### config.mk
export PLATFORM = sky130hd
export DESIGN_NAME = trace_capture_buffer
export DESIGN_NICKNAME = d
export VERILOG_FILES = /design/src/rtl/trace_capture_buffer.sv
export SDC_FILE = /design/constraint.sdc
export NUM_CORES = 2
export LEC_CHECK = 0
export BUFFER_PORTS_ARGS = -buffer_cell sky130_fd_sc_hd__buf_2
export CORE_AREA = 8 8 445 447
export DETAILED_ROUTE_END_ITERATION = 10
export DIE_AREA = 0 0 453 455
export PLACE_DENSITY = 0.75
export REMOVE_ABC_BUFFERS = 1
export SYNTH_ARGS = -nofsm -noshare
export SYNTH_HDL_FRONTEND = slang
export SYNTH_SLANG_ARGS = --single-unit
### constraint.sdc
create_clock -name clk -period 5.65 [get_ports clk]
set_input_delay 0.8475 -clock clk [delete_from_list [all_inputs] [get_ports clk]]
set_output_delay 0.8475 -clock clk [all_outputs]
set_load 0.01 [all_outputs]
### src/rtl/trace_capture_buffer.sv
// Circular trace buffer for committed-instruction records with a PC-match trigger,
// a post-trigger window and an oldest-first valid/ready drain port.
`timescale 1ns/1ps
module trace_capture_buffer #(
    parameter int XLEN      = 64,
    parameter int DEPTH     = 16,
    parameter int CTRL_W    = 9,
    parameter int POST_TRIG = 8
) (
    input  logic                         clk,
    input  logic                         reset,
    input  logic                         cap_valid,
    input  logic [XLEN-1:0]              pc_in,
    input  logic [31:0]                  instr_in,
    input  logic [XLEN-1:0]              valE_in,
    input  logic [CTRL_W-1:0]            ctrl_in,
    input  logic                         arm,
    input  logic                         trig_en,
    input  logic [XLEN-1:0]              trig_pc,
    output logic                         rd_valid,
    input  logic                         rd_ready,
    output logic [2*XLEN+32+CTRL_W-1:0]  rd_data,
    output logic                         rd_last,
    output logic [1:0]                   state_out,
    output logic [$clog2(DEPTH):0]       count_out
);
    localparam int AW    = $clog2(DEPTH);
    localparam int CW    = AW + 1;
    localparam int REC_W = 2*XLEN + 32 + CTRL_W;

    typedef enum logic [1:0] {
        S_IDLE  = 2'd0,
        S_ARMED = 2'd1,
        S_POST  = 2'd2,
        S_DRAIN = 2'd3
    } state_t;

    state_t             state_q, state_d;
    logic [AW-1:0]      wr_ptr_q, wr_ptr_d;
    logic [CW-1:0]      count_q, count_d;
    logic [AW-1:0]      post_cnt_q, post_cnt_d;
    logic               wr_en_s;
    logic [AW-1:0]      rd_ptr_s;
    logic [REC_W-1:0]   mem [DEPTH];

    // State and pointer registers.
    always_ff @(posedge clk or negedge reset) begin
        if (!reset) begin
            state_q    <= S_IDLE;
            wr_ptr_q   <= '0;
            count_q    <= '0;
            post_cnt_q <= '0;
        end else begin
            state_q    <= state_d;
            wr_ptr_q   <= wr_ptr_d;
            count_q    <= count_d;
            post_cnt_q <= post_cnt_d;
        end
    end

    // Record storage; contents need no reset.
    always_ff @(posedge clk) begin
        if (wr_en_s) begin
            mem[wr_ptr_q] <= {pc_in, instr_in, valE_in, ctrl_in};
        end
    end

    // Next-state, capture and drain bookkeeping.
    always_comb begin
        state_d    = state_q;
        wr_ptr_d   = wr_ptr_q;
        count_d    = count_q;
        post_cnt_d = post_cnt_q;
        wr_en_s    = 1'b0;
        case (state_q)
            S_IDLE: begin
                if (arm) begin
                    state_d  = S_ARMED;
                    wr_ptr_d = '0;
                    count_d  = '0;
                end else begin
                    state_d  = S_IDLE;
                end
            end
            S_ARMED, S_POST: begin
                if (cap_valid) begin
                    wr_en_s  = 1'b1;
                    wr_ptr_d = wr_ptr_q + AW'(1);
                    // Saturate at DEPTH: beyond that the oldest record is overwritten.
                    if (count_q == CW'(DEPTH)) begin
                        count_d = count_q;
                    end else begin
                        count_d = count_q + CW'(1);
                    end
                    if (state_q == S_POST) begin
                        post_cnt_d = post_cnt_q - AW'(1);
                        if (post_cnt_q == AW'(1)) begin
                            state_d = S_DRAIN;
                        end else begin
                            state_d = S_POST;
                        end
                    end else if (trig_en && (pc_in == trig_pc)) begin
                        post_cnt_d = AW'(POST_TRIG);
                        state_d    = (POST_TRIG == 0) ? S_DRAIN : S_POST;
                    end else begin
                        state_d = S_ARMED;
                    end
                end else begin
                    state_d = state_q;
                end
            end
            S_DRAIN: begin
                if (rd_ready) begin
                    count_d = count_q - CW'(1);
                    if (count_q == CW'(1)) begin
                        state_d = S_IDLE;
                    end else begin
                        state_d = S_DRAIN;
                    end
                end else begin
                    state_d = S_DRAIN;
                end
            end
            default: begin
                state_d = S_IDLE;
            end
        endcase
    end

    // Drain port. wr_ptr is frozen in DRAIN, so wr_ptr - count always names the oldest record.
    always_comb begin
        rd_ptr_s  = wr_ptr_q - count_q[AW-1:0];
        rd_valid  = (state_q == S_DRAIN);
        state_out = state_q;
        count_out = count_q;
        if (state_q == S_DRAIN) begin
            rd_data = mem[rd_ptr_s];
            rd_last = (count_q == CW'(1));
        end else begin
            rd_data = '0;
            rd_last = 1'b0;
        end
    end

endmodule

After elaboration in Yosys (flattened, before gate mapping)
Memories as Yosys holds them, arrays and structs flattened.
Cells that the tools add are included.
{"block": "totals", "output_inout_bits": 178, "input_bits": 239, "mem_bits_ro": 0, "ff_bits": 15, "wordCells": 53, "n_memories": 1, "ramBits": 2704, "latch_bits": 0}
{"block": "classes", "eq_ne": 11, "shift": 0, "mux": 24, "reduce_logical": 8, "mul": 0, "n_addsub": 5, "div": 0, "bitwise": 0, "n_lt_le_gt_ge": 0}
{"memory": "mem", "depth": 16, "width": 169, "read_ports": 1, "rd_ports_with_merged_regs": 0, "write_ports": 1, "line_no": "44", "text": "logic [REC_W-1:0] mem [DEPTH];"}
{"cell": "169-bit two-way mux", "count": 1}
{"cell": "64-bit equality test", "count": 1}
{"cell": "5-bit two-way mux", "count": 4}
{"cell": "4-bit two-way mux", "count": 4}
{"cell": "5-bit one-hot mux with 3 select lines", "count": 1}
{"cell": "2-bit two-way mux", "count": 5}
{"cell": "4-bit one-hot mux with 2 select lines", "count": 1}
{"cell": "1-bit two-way mux", "count": 7}
{"cell": "2-bit != test (second input constant)", "count": 3}
{"cell": "2-bit one-hot mux with 3 select lines", "count": 1}
{"cell": "3-bit AND reduction", "count": 2}
{"cell": "5-bit by 1-bit adder with 5-bit output (second input constant)", "count": 1}
{"cell": "5-bit by 1-bit equality test with 1-bit output (second input constant)", "count": 1}
{"cell": "5-bit equality test (second input constant)", "count": 1}
{"cell": "5-bit by 1-bit subtractor with 5-bit output (second input constant)", "count": 1}
{"cell": "4-bit by 1-bit adder with 4-bit output (second input constant)", "count": 1}
{"cell": "2-bit equality test (second input constant)", "count": 2}
{"cell": "4-bit by 1-bit equality test with 1-bit output (second input constant)", "count": 1}
{"cell": "4-bit AND reduction", "count": 1}
{"cell": "2-bit nonzero test", "count": 2}
{"cell": "4-bit by 1-bit subtractor with 4-bit output (second input constant)", "count": 1}
{"cell": "4-bit subtractor", "count": 1}
{"cell": "2-bit by 1-bit equality test with 1-bit output (second input constant)", "count": 1}
{"cell": "2-bit zero test", "count": 1}
{"cell": "other kinds (3)", "count": 3}

Logic depth before layout (Yosys ltp)
{"block": "depth", "word_depth": 6, "ltp_mapped": 12, "ltp_nobuf": 8}

Least setup slack after synthesis
OpenSTA, ideal clock, no wires.
{"block": "synth_timing", "path_kind": "input to register", "start": "input cap_valid", "end": "memory mem[12][0] (netlist name) (enable)", "n_path_buf": 1, "stages": 3, "required_time_ns": 5.101, "arrival_time_ns": 5.216, "setup_ns": 0.549, "path_slack_ns": -0.116, "cell_sequence": "clkbuf_1 > and4_1 > and2_1"}
{"block": "synth_between", "elab_chain_cells": 4}
{"element": "start, declared", "line_no": "12", "text": "input logic cap_valid,"}
{"element": "1-bit two-way mux", "line_no": "86", "text": "if (cap_valid) begin"}
{"element": "1-bit two-way mux", "line_no": "75", "text": "case (state_q)"}
{"element": "1-bit two-way mux", "line_no": "63", "text": "if (wr_en_s) begin"}
{"element": "1-bit two-way mux (not written as such)", "line_no": "64", "text": "mem[wr_ptr_q] <= {pc_in, instr_in, valE_in, ctrl_in};"}
{"element": "end, declared", "line_no": "44"}
No other way between the ends.

Worst setup path after layout
{"block": "layout_timing", "start": "register wr_ptr_q[0]", "end": "output rd_data[147]"}
{"block": "layout_between", "elab_chain_cells": 3}
{"element": "start, declared", "line_no": "39", "text": "logic [AW-1:0] wr_ptr_q, wr_ptr_d;"}
{"element": "start signal, assigned", "line_no": "55", "text": "wr_ptr_q <= wr_ptr_d;"}
{"element": "4-bit subtractor", "line_no": "132", "text": "rd_ptr_s = wr_ptr_q - count_q[AW-1:0];"}
{"element": "memory 16 x 169 bit"}
{"element": "169-bit two-way mux", "line_no": "136", "text": "if (state_q == S_DRAIN) begin"}
{"element": "end, declared", "line_no": "22", "text": "output logic [2*XLEN+32+CTRL_W-1:0] rd_data,"}
No other way between the ends.

==> results.md <==
* CTS tree: yes
* Final-stage net count at 5,256
* Compound-Gate Fraction of Synth Area at between 1 and 1.5%
* Status: completed
* CTS sink count at about 2,700
* P per Cell Area at between 500 and 600 nW/um^2
* Die area at just over 200,000 sq um
* WP buf/inv at 4
* CTS Hold Bufs at 1
* Crit. path cell count at 9
* Max Cap Viol at 0
* Global-route wire length before repair at roughly 350 mm
* Setup TNS at 0 ns
* Post-Synth Simple-Gate Area at less than 1%
* Adder and majority gate portion of the synthesized area at less than 1%
* Drt via density at approximately 6.3
* Postcts setup bufs at 0
* Reg2Reg Depth at 6
* Final slew viol count at 0
* DRC at 0
* Most area-consuming cells after synthesis: edfxtp_1 78%, mux4_2 15%, mux2i_1 3.2%
* Vias after detailed routing at between 40,000 and 50,000
* I/O pin count at between 400 and 500
* Worst-path clk slew at approximately 0.060 ns
* Die width at approximately 450 um
* GPL Wtd Cong at roughly 0.77
* Max incr delay on CP at roughly 1.2 ns
* Leading area contributor after synthesis: edfxtp_1
* Synth Register Bits at 2,719
* GRT Total Usage at 23.26%
* CP top delay family: adder cells
* Minimum clock period at 5.359 ns
* Synthesized instance count at 4,397
* Setup violations, final at 0
* Initial antenna violation count at 50
* Die Y at around 460 um
* Slew @ Worst Pin at 1.256 ns
* Top cells by count, synth: 2,704 x edfxtp_1, 676 x mux4_2, 328 x mux2i_1
* Number of enable flip-flop cells after synthesis at around 2,700
* Largest net degree at the start of global routing at 87
* Fin cells at 7,749
* Critical path type: flop to output pin
* Post-synthesis sequential area ratio at around four fifths
* Clock buffer depth at 4
* Rel. slew slack at about 15%
* Mapped Area at 104,200 sq um
* XOR/XNOR Fraction of Synth Area at less than 1%
* RSZ-0062 raised after global routing: no
* Syn Area/Cell at ~24 sq um
* Critical path arrival at between 4 and 5 ns
* Antenna viol nets, final at 0
* Vias in the first global route at around 51,000
* Placed Cells at between 7,000 and 8,000
* Synth warnings at 0
* Top-count cell post-synth: edfxtp_1
* Fin. Hold Viols at 0
* Hold Crit Class: primary input to flop
* Dpl hpwl at approximately 130 mm
* Post-CTS resize count at 0
* Clock Skew at 0.05194 ns
* Top FF cell, synth: edfxtp_1
* Core area at 191,200 sq um
* Share of layout cells above drive strength 1 at between 30% and 40%
* Drt pass-1 iters at 5
* Distinct cell type count after synthesis at between 50 and 60
* Peak VDD IR at 0.0007510 V
* Tot Pwr at 64.93 mW
* Tcrit/Tclk final at a little over nine tenths
* Largest family of logic cells by synthesized area: multiplexers
* Clock root buffer: clkbuf_16
* Layout area overhead at 14.32%
* Global route overflow at 0
* Crit. End Element: output pin
* DRT iter0 DRCs at about 5,100
* Cts bufs inserted at 287
* CTS H-tree depth at 5
* Initial Util at 54.50%
* Critical Path, Cell by Cell: inv_1, ha_4, fa_4, buf_12, buf_4, mux4_2, mux2i_1, o22ai_1, buf_2
* Crit-path max FO at 32
* WHS at between 0.3 and 0.4 ns
* Worst skew pair latency at slightly above 0.9 ns
* Max stage delay cell, worst path: fa_4
* Leakage at 39.97 nW
* Synth async-reset ratio at less than 1%
* Port Buffers at approximately 420
* CP required at about 4.8 ns
* Startpoint Class: flop
* Routed wire length at approximately 240 mm
* Routed wire per std cell at about 31 um
* Final core utilization at 62.31%
* Synth top area share at around 80%
* Rows at roughly 160
* WHS Path Cells at 1
* Post-synthesis mux area share at between 10% and 20%
* Max Clock Freq at roughly 0.19 GHz
-- cell type report --
| cell class | instances | area, sq um |
|---|---|---|
| clock buffer | 350 | 7533 |
| clock inverter | 133 | 1179 |
| antenna | 30 | 75.07 |
| multi-input combinational | 1428 | 21520 |
| fill | 12460 | 72060 |
| sequential | 2719 | 81570 |
| tap | 2526 | 3161 |
| timing repair buffer | 547 | 4006 |
| inverter | 16 | 60.06 |
-- where the power goes --
| part | switching (mW) | total [mW] | internal, mW |
|---|---|---|---|
| sequential | 0.176 | 23.2 | 23.0 |
| clock | 7.32 | 17.7 | 10.4 |
| combinational | 11.8 | 24.0 | 12.2 |
| total | 19.3 | 64.9 | 45.6 |
-- cells in the final DEF (no fill, tap or decap), drive strengths merged, types with 3 or more instances in the layout --
cell type / n
clkinv: 97
inv: 24
bufinv: 21
nor3b: 3
diode: 30
mux2: 11
buf: 546
xnor2: 34
nor3: 5
o21ai: 26
mux2i: 328
and3: 3
nand3: 4
xor2: 23
a21oi: 15
and2: 17
edfxtp: 2704
nor4: 10
mux4: 676
a22o: 4
nor2b: 16
nand4: 11
clkbuf: 350
o22ai: 159
nand2b: 11
nor2: 8
o31ai: 3
clkinvlp: 7
a21o: 3
nand2: 17
o2111ai: 3
dfrtp: 15
ha: 17
-- path summary, 6_finish.rpt --
kind | slack, ns | startpoint | end
setup / recovery | 0.29 | wr_ptr_q[0] | rd_data[147]
hold / removal | 0.31 | instr_in[20] | mem[7][93]
setup reg to reg | 1.76 | state_out[0] | mem[10][92]
hold reg to reg | 0.54 | post_cnt_q[3] | post_cnt_q[3]
max in group asynchronous | 4.84 | reset | count_out[0]
min in group asynchronous | 0.49 | reset | count_out[3]
-- state kept, by name, indices dropped and copies added, names as in the netlist --
register and count:
count_out 5, mem 2704, post_cnt_q 4, state_out 2, wr_ptr_q 4
-- kinds of logic after synthesis --
family          after synthesis
buf+inv                     250
mux                        1015
xor+xnor                     57
flops                      2719
simple gates                114
fa+ha+maj                    18
compound gates              224
-- routing by layer --
layer / wire, um / up-vias / share of wire [%] / track usage (%)
li1: - / 20105 / - / -
met1: 91570 / 26055 / 38 / 30.53
met2: 120800 / 2278 / 50 / 38.23
met3: 20100 / 509 / 8.3 / 5.223
met4: 10320 / 14 / 4.3 / 9.551
met5: 89 / - / 0.037 / 0
-- per-stage QoR --
stage	area, sq um	worst slack, ns
after detailed placement	110300	1.184
final	119100	0.2910
after floorplan	103100	-22.99
after CTS	119000	0.1859
after global placement	110300	1.215
after global routing	119100	0.09204
(Power assumes the default switching activity.)
